## config.mk

```make
export PLATFORM = sky130hd
export DESIGN_NAME = camera_capture
export DESIGN_NICKNAME = d
export VERILOG_FILES = /design/src/rtl/camera_capture_pkg.sv /design/src/rtl/camera_capture_fifo.sv /design/src/rtl/camera_capture.sv
export SDC_FILE = /design/constraint.sdc
export NUM_CORES = 1
export LEC_CHECK = 0
export CORE_MARGIN = 2
export CORE_UTILIZATION = 40
export CTS_CLUSTER_DIAMETER = 50
export CTS_CLUSTER_SIZE = 28
export DETAILED_ROUTE_END_ITERATION = 10
export GPL_TIMING_DRIVEN = 0
export PLACE_DENSITY_LB_ADDON = 0.1
export SLEW_MARGIN = 25
export SYNTH_ARGS = -nofsm -noshare
export SYNTH_HDL_FRONTEND = slang
export SYNTH_SLANG_ARGS = --single-unit
```

## constraint.sdc

```tcl
create_clock -name clk -period 7.14 [get_ports clk]
set_input_delay 1.428 -clock clk [delete_from_list [all_inputs] [get_ports clk]]
set_output_delay 1.428 -clock clk [all_outputs]
set_load 0.01 [all_outputs]
```

## src/rtl/camera_capture_pkg.sv

```systemverilog
// rtl/camera_capture_pkg.sv - shared states, frame geometry and FIFO word layout for camera_capture
package camera_pkg;

   typedef enum logic [1:0] {
      IDLE    = 2'd0,
      CAPTURE = 2'd1,
      TAIL    = 2'd2,
      DRAIN   = 2'd3
   } state_e;

   localparam int DEF_IMG_W = 15;
   localparam int DEF_IMG_H = 5;
   localparam int TOTAL     = DEF_IMG_W * DEF_IMG_H;

   // Tag bit offsets above the data field: FIFO word = {sof, eol, eof, data}
   localparam int TAG_SOF = 2;
   localparam int TAG_EOL = 1;
   localparam int TAG_EOF = 0;

   function automatic int frame_pixels(input int w, input int h);
      return w * h;
   endfunction

endpackage

```

## src/rtl/camera_capture_fifo.sv

```systemverilog
// rtl/camera_capture_fifo.sv - synchronous first-word-fall-through FIFO
//
// Ports:
//   clk, rst         clock, synchronous active-high reset (flushes contents)
//   wr_en, wr_data   push request; taken when not full, or when full and popping
//   full             occupancy == DEPTH
//   rd_en            pop request; taken when not empty
//   rd_data          head entry (valid only while !empty)
//   empty            occupancy == 0
module capture_fifo #(
   parameter int WIDTH = 11,
   parameter int DEPTH = 16
) (
   input  logic             clk,
   input  logic             rst,
   input  logic             wr_en,
   input  logic [WIDTH-1:0] wr_data,
   output logic             full,
   input  logic             rd_en,
   output logic [WIDTH-1:0] rd_data,
   output logic             empty
);

   localparam int AW = $clog2(DEPTH);

   logic [WIDTH-1:0] mem_q [DEPTH];
   logic [AW-1:0]    wr_ptr_q;
   logic [AW-1:0]    rd_ptr_q;
   logic [AW:0]      count_q;
   logic             do_wr;
   logic             do_rd;

   assign empty   = (count_q == '0);
   assign full    = (count_q == (AW+1)'(DEPTH));
   assign rd_data = mem_q[rd_ptr_q];
   assign do_rd   = rd_en && !empty;
   // A pop in the same cycle frees the slot, so a push into a full FIFO still lands
   assign do_wr   = wr_en && (!full || do_rd);

   always_ff @(posedge clk) begin
      if (rst) begin
         wr_ptr_q <= '0;
         rd_ptr_q <= '0;
         count_q  <= '0;
      end else begin
         if (do_wr) wr_ptr_q <= wr_ptr_q + 1'b1;
         if (do_rd) rd_ptr_q <= rd_ptr_q + 1'b1;
         case ({do_wr, do_rd})
            2'b10:   count_q <= count_q + 1'b1;
            2'b01:   count_q <= count_q - 1'b1;
            default: ;
         endcase
      end
   end

   always_ff @(posedge clk) begin
      if (do_wr) mem_q[wr_ptr_q] <= wr_data;
   end

endmodule

```

## src/rtl/camera_capture.sv

```systemverilog
// rtl/camera_capture.sv - one-frame camera capture with positional tagging into a FWFT FIFO
//
// Ports:
//   clk, rst                 clock, synchronous active-high reset
//   start                    one-cycle frame request, honoured only in IDLE
//   cam_en                   camera enable, high for exactly IMG_W*IMG_H cycles
//   cam_valid, cam_data      camera byte stream (one cycle behind cam_en)
//   pix_valid/ready/data     tagged pixel stream out of the FIFO head
//   pix_sof/eol/eof          position tags of the head pixel
//   busy                     frame in progress
//   overflow                 sticky: a byte was dropped on a full FIFO
//   frame_done               one-cycle pulse when the frame has fully drained
module camera_capture
   import camera_pkg::*;
#(
   parameter int DATA_W     = 8,
   parameter int IMG_W      = 15,
   parameter int IMG_H      = 5,
   parameter int FIFO_DEPTH = 16
) (
   input  logic              clk,
   input  logic              rst,
   input  logic              start,
   output logic              cam_en,
   input  logic              cam_valid,
   input  logic [DATA_W-1:0] cam_data,
   output logic              pix_valid,
   input  logic              pix_ready,
   output logic [DATA_W-1:0] pix_data,
   output logic              pix_sof,
   output logic              pix_eol,
   output logic              pix_eof,
   output logic              busy,
   output logic              overflow,
   output logic              frame_done
);

   localparam int FTOTAL = frame_pixels(IMG_W, IMG_H);
   localparam int RCW    = $clog2(FTOTAL);
   localparam int CW     = (IMG_W > 1) ? $clog2(IMG_W) : 1;
   localparam int HW     = (IMG_H > 1) ? $clog2(IMG_H) : 1;
   localparam int EW     = DATA_W + 3;

   state_e          state_q;
   logic [RCW-1:0]  req_cnt_q;
   logic [CW-1:0]   col_q;
   logic [HW-1:0]   row_q;
   logic            cam_en_q;
   logic            busy_q;
   logic            overflow_q;
   logic            frame_done_q;

   logic            fifo_full;
   logic            fifo_empty;
   logic            push;
   logic            pop;
   logic            last_col;
   logic            last_row;
   logic [EW-1:0]   wr_word;
   logic [EW-1:0]   rd_word;

   // Stray bytes after a reset land in IDLE and must not be stored
   assign push = cam_valid && (state_q != IDLE);
   assign pop  = pix_ready && !fifo_empty;

   always_comb begin
      last_col = (col_q == CW'(IMG_W - 1));
      last_row = (row_q == HW'(IMG_H - 1));
      wr_word  = '0;
      wr_word[DATA_W-1:0]       = cam_data;
      wr_word[DATA_W + TAG_SOF] = (col_q == '0) && (row_q == '0);
      wr_word[DATA_W + TAG_EOL] = last_col;
      wr_word[DATA_W + TAG_EOF] = last_col && last_row;
   end

   capture_fifo #(
      .WIDTH (EW),
      .DEPTH (FIFO_DEPTH)
   ) u_fifo (
      .clk     (clk),
      .rst     (rst),
      .wr_en   (push),
      .wr_data (wr_word),
      .full    (fifo_full),
      .rd_en   (pop),
      .rd_data (rd_word),
      .empty   (fifo_empty)
   );

   always_ff @(posedge clk) begin
      if (rst) begin
         state_q      <= IDLE;
         req_cnt_q    <= '0;
         col_q        <= '0;
         row_q        <= '0;
         cam_en_q     <= 1'b0;
         busy_q       <= 1'b0;
         overflow_q   <= 1'b0;
         frame_done_q <= 1'b0;
      end else begin
         frame_done_q <= 1'b0;

         // Position advances on every arrival so tags stay positional even when bytes drop
         if (cam_valid) begin
            if (last_col) begin
               col_q <= '0;
               row_q <= last_row ? '0 : row_q + 1'b1;
            end else begin
               col_q <= col_q + 1'b1;
            end
         end

         if (push && fifo_full && !pop) overflow_q <= 1'b1;

         case (state_q)
            IDLE: begin
               // The frame_done cycle is still IDLE; a start there is ignored
               if (start && !frame_done_q) begin
                  state_q    <= CAPTURE;
                  cam_en_q   <= 1'b1;
                  busy_q     <= 1'b1;
                  req_cnt_q  <= '0;
                  col_q      <= '0;
                  row_q      <= '0;
                  overflow_q <= 1'b0;
               end
            end
            CAPTURE: begin
               if (req_cnt_q == RCW'(FTOTAL - 1)) begin
                  state_q  <= TAIL;
                  cam_en_q <= 1'b0;
               end else begin
                  req_cnt_q <= req_cnt_q + 1'b1;
               end
            end
            TAIL: state_q <= DRAIN;
            DRAIN: begin
               if (fifo_empty) begin
                  state_q      <= IDLE;
                  busy_q       <= 1'b0;
                  frame_done_q <= 1'b1;
               end
            end
            default: state_q <= IDLE;
         endcase
      end
   end

   assign cam_en     = cam_en_q;
   assign busy       = busy_q;
   assign overflow   = overflow_q;
   assign frame_done = frame_done_q;
   assign pix_valid  = !fifo_empty;
   assign pix_data   = fifo_empty ? '0 : rd_word[DATA_W-1:0];
   assign pix_sof    = !fifo_empty && rd_word[DATA_W + TAG_SOF];
   assign pix_eol    = !fifo_empty && rd_word[DATA_W + TAG_EOL];
   assign pix_eof    = !fifo_empty && rd_word[DATA_W + TAG_EOF];

endmodule

```

# --- After elaboration in Yosys (flattened, before gate mapping) ---
# Memory sizes are Yosys's and may differ from the RTL's. A register that Yosys moved wholly into a read port is not among the register bits.
# Cells that the tools add are included.
word_totals:
  reg_bits: 33
  mem_bits_rw: 176
  inputBits: 13
  output_inout_bits: 16
  elab_cells: 94
  memories: 1
op_classes:
  add_sub_neg: 7
  eq_ne: 13
  mux: 31
  bitwise: 1
  n_reduce_logical: 30
mem_list:
  columns: ["name", "words", "width", "read_ports", "rd_clocked_by_memory_dff", "write_ports", "line_no", "text"]
  rows:
  - ["u_fifo.mem_q", 16, 11, 1, 1, 1, "camera_capture_fifo.sv:26", "logic [WIDTH-1:0] mem_q [DEPTH];"]
op_table:
  columns: ["operator", "n"]
  rows:
  - ["4-bit 2-to-1 mux", 6]
  - ["3-bit 2-to-1 mux", 5]
  - ["7-bit 2-to-1 mux", 2]
  - ["7-bit one-hot mux with 2 select lines", 1]
  - ["4-bit by 1-bit adder with 4-bit output, second input constant", 3]
  - ["1-bit logical AND", 12]
  - ["3-bit AND reduction", 4]
  - ["5-bit one-hot mux with 2 select lines", 1]
  - ["1-bit 2-to-1 mux", 9]
  - ["8-bit 2-to-1 mux", 1]
  - ["2-bit inequality test, second input constant", 4]
  - ["2-bit one-hot mux with 4 select lines", 1]
  - ["2-bit nonzero test", 4]
  - ["7-bit by 1-bit adder with 7-bit output, second input constant", 1]
  - ["7-bit equality test, second input constant", 1]
  - ["2-bit equality test, second input constant", 3]
  - ["2-bit 2-to-1 mux", 3]
  - ["5-bit by 1-bit adder with 5-bit output, second input constant", 1]
  - ["5-bit equality test, second input constant", 1]
  - ["5-bit zero test", 1]
  - ["5-bit by 1-bit subtractor with 5-bit output, second input constant", 1]
  - ["2-bit by 1-bit equality test with 1-bit output, second input constant", 2]
  - ["4-bit equality test, second input constant", 1]
  - ["1-bit zero test", 4]
  - ["other kinds (9)", 10]

# --- Depth between registers and ports, before layout ---
logic_depth:
  word_depth: 8
  depth_mapped: 12
  depth_no_buf: 11

# --- Hierarchy ---
# From an unflattened synthesis, not the netlist that was laid out.
hier_totals:
  cells_unflattened: 547
  area_unflattened_um2: 8858.5
modules_own_cells:
  columns: ["mod", "n_inst", "cells_per_inst", "area_each_um2", "seq_area_each_um2"]
  rows:
  - ["capture_fifo", 1, 399, 7654.8, 5625.4]
  - ["camera_capture", 1, 148, 1203.7, 400.4]

# --- Least setup slack after synthesis ---
# No wires, ideal clock.
synth_timing:
  kind: "input to register"
  from: "in pix_ready"
  to: "mem u_fifo.mem_q[3][0], enable pin"
  setup_ps: 393
  arrival_time_ps: 3087
  required_time_ps: 6747
  slack_ps: 3660
  stages: 5
  path_buffers: 1
  cell_sequence: "buf_2 -> nor2_1 -> a31oi_2 -> nand2_1 -> nor3_1"
synth_via:
  elab_chain_cells: 6
synth_lines:
  columns: ["item", "line_no", "text"]
  rows:
  - ["from (decl)", "camera_capture.sv:28", "input logic pix_ready,"]
  - ["1-bit logical AND", "camera_capture.sv:64", "assign pop = pix_ready && !fifo_empty;"]
  - ["1-bit logical AND", "camera_capture_fifo.sv:36", "assign do_rd = rd_en && !empty;"]
  - ["1-bit logical OR", "camera_capture_fifo.sv:38", "assign do_wr = wr_en && (!full || do_rd);"]
  - ["1-bit logical AND", "camera_capture_fifo.sv:38", null]
  - ["1-bit 2-to-1 mux", "camera_capture_fifo.sv:57", "if (do_wr) mem_q[wr_ptr_q] <= wr_data;"]
  - ["1-bit 2-to-1 mux (not written as such)", "camera_capture_fifo.sv:57", null]
  - ["to (decl)", "camera_capture_fifo.sv:26", null]
# No other way between the ends.

==> flow_summary.yaml <==
outcome:
  run_status: "completed"
power:
  internal_power_w: 0.00251
  pwr-share-seq_pct: 41.4
  p_total_w: 0.00349
  power_frac_comb_pct: 23.7
  power.density_nw_per_um2: 339
  p_clk_share_pct: 34.9
  power.switching_w: 0.000989
  switching_share_pct: 28.3
  peakVddDrop_uv: 200
  leakage_nw: 3.42
layout:
  syn_to_final_growth_pct: 17.7
  fin_nets: 581
  drive_gt1_share_pct: 22.2
  diodes: 0
  n_fill_cell: 1839
  fin_cells: 851
  final_cell_mix: "edfxtp_1, dfxtp_1, mux4_2"
  final_area_um2: 10300
  postLayoutCoreUtil_pct: 47.5
  mostFrequentLayoutCell: "edfxtp_1"
drt:
  drcViolationCount: 0
  vias: 4560
  wl_per_cell_um: 21.8
  routed_wl_mm: 18.5
  vias_per_cell: 5.36
  drt_iter0_markers: 312
  final_antenna_net_count: 0
  drtPass1Iterations: 4
floorplan:
  core-area_um2: 21700
  dieArea_um2: 23100
  io_pins: 29
  die_w_um: 152
  std_cell_rows: 54
  die_height_um: 152
  start_util_pct: 40.4
critical_path:
  path_cells: "buf_6, buf_8, mux4_1, mux4_2, and2_1, clkdlybuf4s50_1"
  critPathRequiredTime_ns: 5.71
  worstReg2RegStart: "state_q[0]"
  arrival_ns: 2.92
  critPathSlowestCell: "mux4_1"
  path_class: "flip-flop to primary output"
  worstSetupEndpointType: "primary output"
  crit_fanout: 10
  slowest_delay_ns: 0.57
  startpoint_type: "flip-flop"
placed_design:
  place_hpwl_mm: 11.5
  io_buffer_count: 26
  dp.cells: 807
  place.gp.congestion: 0.773
  place_area_um2: 9510
global_routing:
  grt_usage_pct: 16.2
  grt_pass1_wl_mm: 28.2
  grt-ovfl-total: 0
  grt_antenna_before_repair: 0
  grt_start_max_net_pins: 23
  grt_pass1_vias: 4700
synthesis:
  synthFlopType: "edfxtp_1"
  synth-seq-cells: 213
  yosys_warnings: 0
  synth_edf_count: 176
  synth_top_cell_area_share_pct: 60.3
  synth_cell_types: 55
  synthCells: 491
  synth_top_cell_by_area: "edfxtp_1"
  async_flop_share_pct: 0
  syn_area_um2: 8760
  seq_area_frac_synth_pct: 68.8
  avgSynthCellArea_um2: 17.8
  synth_area_leaders: "edfxtp_1, mux4_2, dfxtp_1, mux4_1, ha_1"
  synthesis.nets: 518
clock_network:
  path_clk_slew_ns: 0.06
  clock_latency_ns: 0.51
  cts_buffers: 25
  htreeDepth: 1
  cts.sinks: 213
  cts-root-buf: "clkbuf_16"
  cts_resized: 0
  hold_buffers: 0
  clk_path_buf_depth: 3
  cts_tree: "built"
  postCtsSetupBuffers: 0
timing:
  fin_setup_tns_ns: 0
  slew_viol_final: 0
  fin_crit_ns: 4.35
  relSlewSlack_pct: 33.6
  rsz0062_at_grt: "no"
  tightest_slew_ns: 0.991
  timing.final.hold_violations: 0
  max_freq_mhz: 230
  fin_skew_ns: 0.0123
  finalCritPeriodShare_pct: 60.9
  setup_viol: 0
run:
  drv_cap: 0
min_path:
  min_path_type: "flip-flop to flip-flop"
  hold_start: "overflow"
==> kinds of logic after synthesis <==
group	synth area share (%)
simple gates	6.91
fa+ha+maj	2.00
buf+inv	2.33
flops	68.8
mux	15.7
xor+xnor	1.30
compound gates	2.93
==> per-layer routing <==
metal	vias up	global-route usage, %	wire length, µm
li1	2084	-	-
met1	2341	21.5	8170
met2	97	27.2	9050
met3	38	2.48	669
met4	0	6.14	629
met5	-	0	0
==> cells in the mapped netlist, types with 2 or more instances <==
cell type / n
buf_2: 9
clkbuf_1: 5
xnor2_1: 2
dfxtp_1: 37
mux2i_1: 5
and4_1: 2
inv_1: 10
edfxtp_1: 176
and2_1: 12
a21oi_1: 18
a31oi_1: 2
nor2b_1: 4
nand4_1: 3
nand3_1: 8
o21ai_0: 6
nand2_1: 16
nor3_1: 8
buf_8: 3
nor2_1: 45
nand2b_1: 3
xor2_1: 11
mux4_2: 34
buf_4: 3
ha_1: 14
mux4_1: 21
or3_1: 5
==> layout make-up <==
class / instances / area, µm² / area share [%]
inverter: 11 / 41.3 / 0.401
sequential: 213 / 6030 / 58.5
timing repair buffer: 36 / 343 / 3.33
clock buffer: 27 / 633 / 6.14
clock inverter: 17 / 165 / 1.60
buffer: 22 / 163 / 1.58
multi-input combinational: 245 / 2580 / 25.1
tap: 280 / 350 / 3.40
==> per-stage QoR <==
stage,setup WS [ns],hold WS [ns]
after global routing,2.67,0.522
after floorplan,3.66,0.453
after detailed placement,3.30,0.471
final,2.79,0.473
after CTS,2.75,0.489
after global placement,2.29,0.464
==> flip-flops by register name, indices dropped and copies added, names as in the netlist, named ones only <==
register / flops
u_fifo.count_q: 5
cam_en: 1
u_fifo.rd_ptr_q: 4
u_fifo.mem_q: 176
busy: 1
frame_done: 1
overflow: 1
u_fifo.wr_ptr_q: 4
state_q: 2
row_q: 3
req_cnt_q: 7
col_q: 4
==> critical path: cells and delay by family (launching register included) <==
kind                   cells  cell delay (ns)
buffers and inverters      3             0.87
muxes                      2             1.03
DFF                        1             0.32
and+or+nand+nor            1             0.18
==> worst paths after layout <==
kind | endpoint | slack [ns] | cells past startpoint
setup reg to reg | u_fifo.count_q[4] | 4.15 | 12
hold reg to reg | overflow | 0.47 | 2
setup / recovery | pix_data[3] | 2.79 | 6
hold / removal | overflow | 0.47 | 2
==> power groups by stage <==
stage | Clock (W) | Sequential [W] | Combinational [W]
after floorplan | 0 | 0.00147 | 0.000525
after global placement | 0 | 0.00147 | 0.000813
after detailed placement | 0 | 0.00147 | 0.000841
after CTS | 0.00125 | 0.00145 | 0.000844
after global routing | 0.00130 | 0.00145 | 0.000902
final | 0.00122 | 0.00145 | 0.000827
Power figures use the tool's default switching activity.
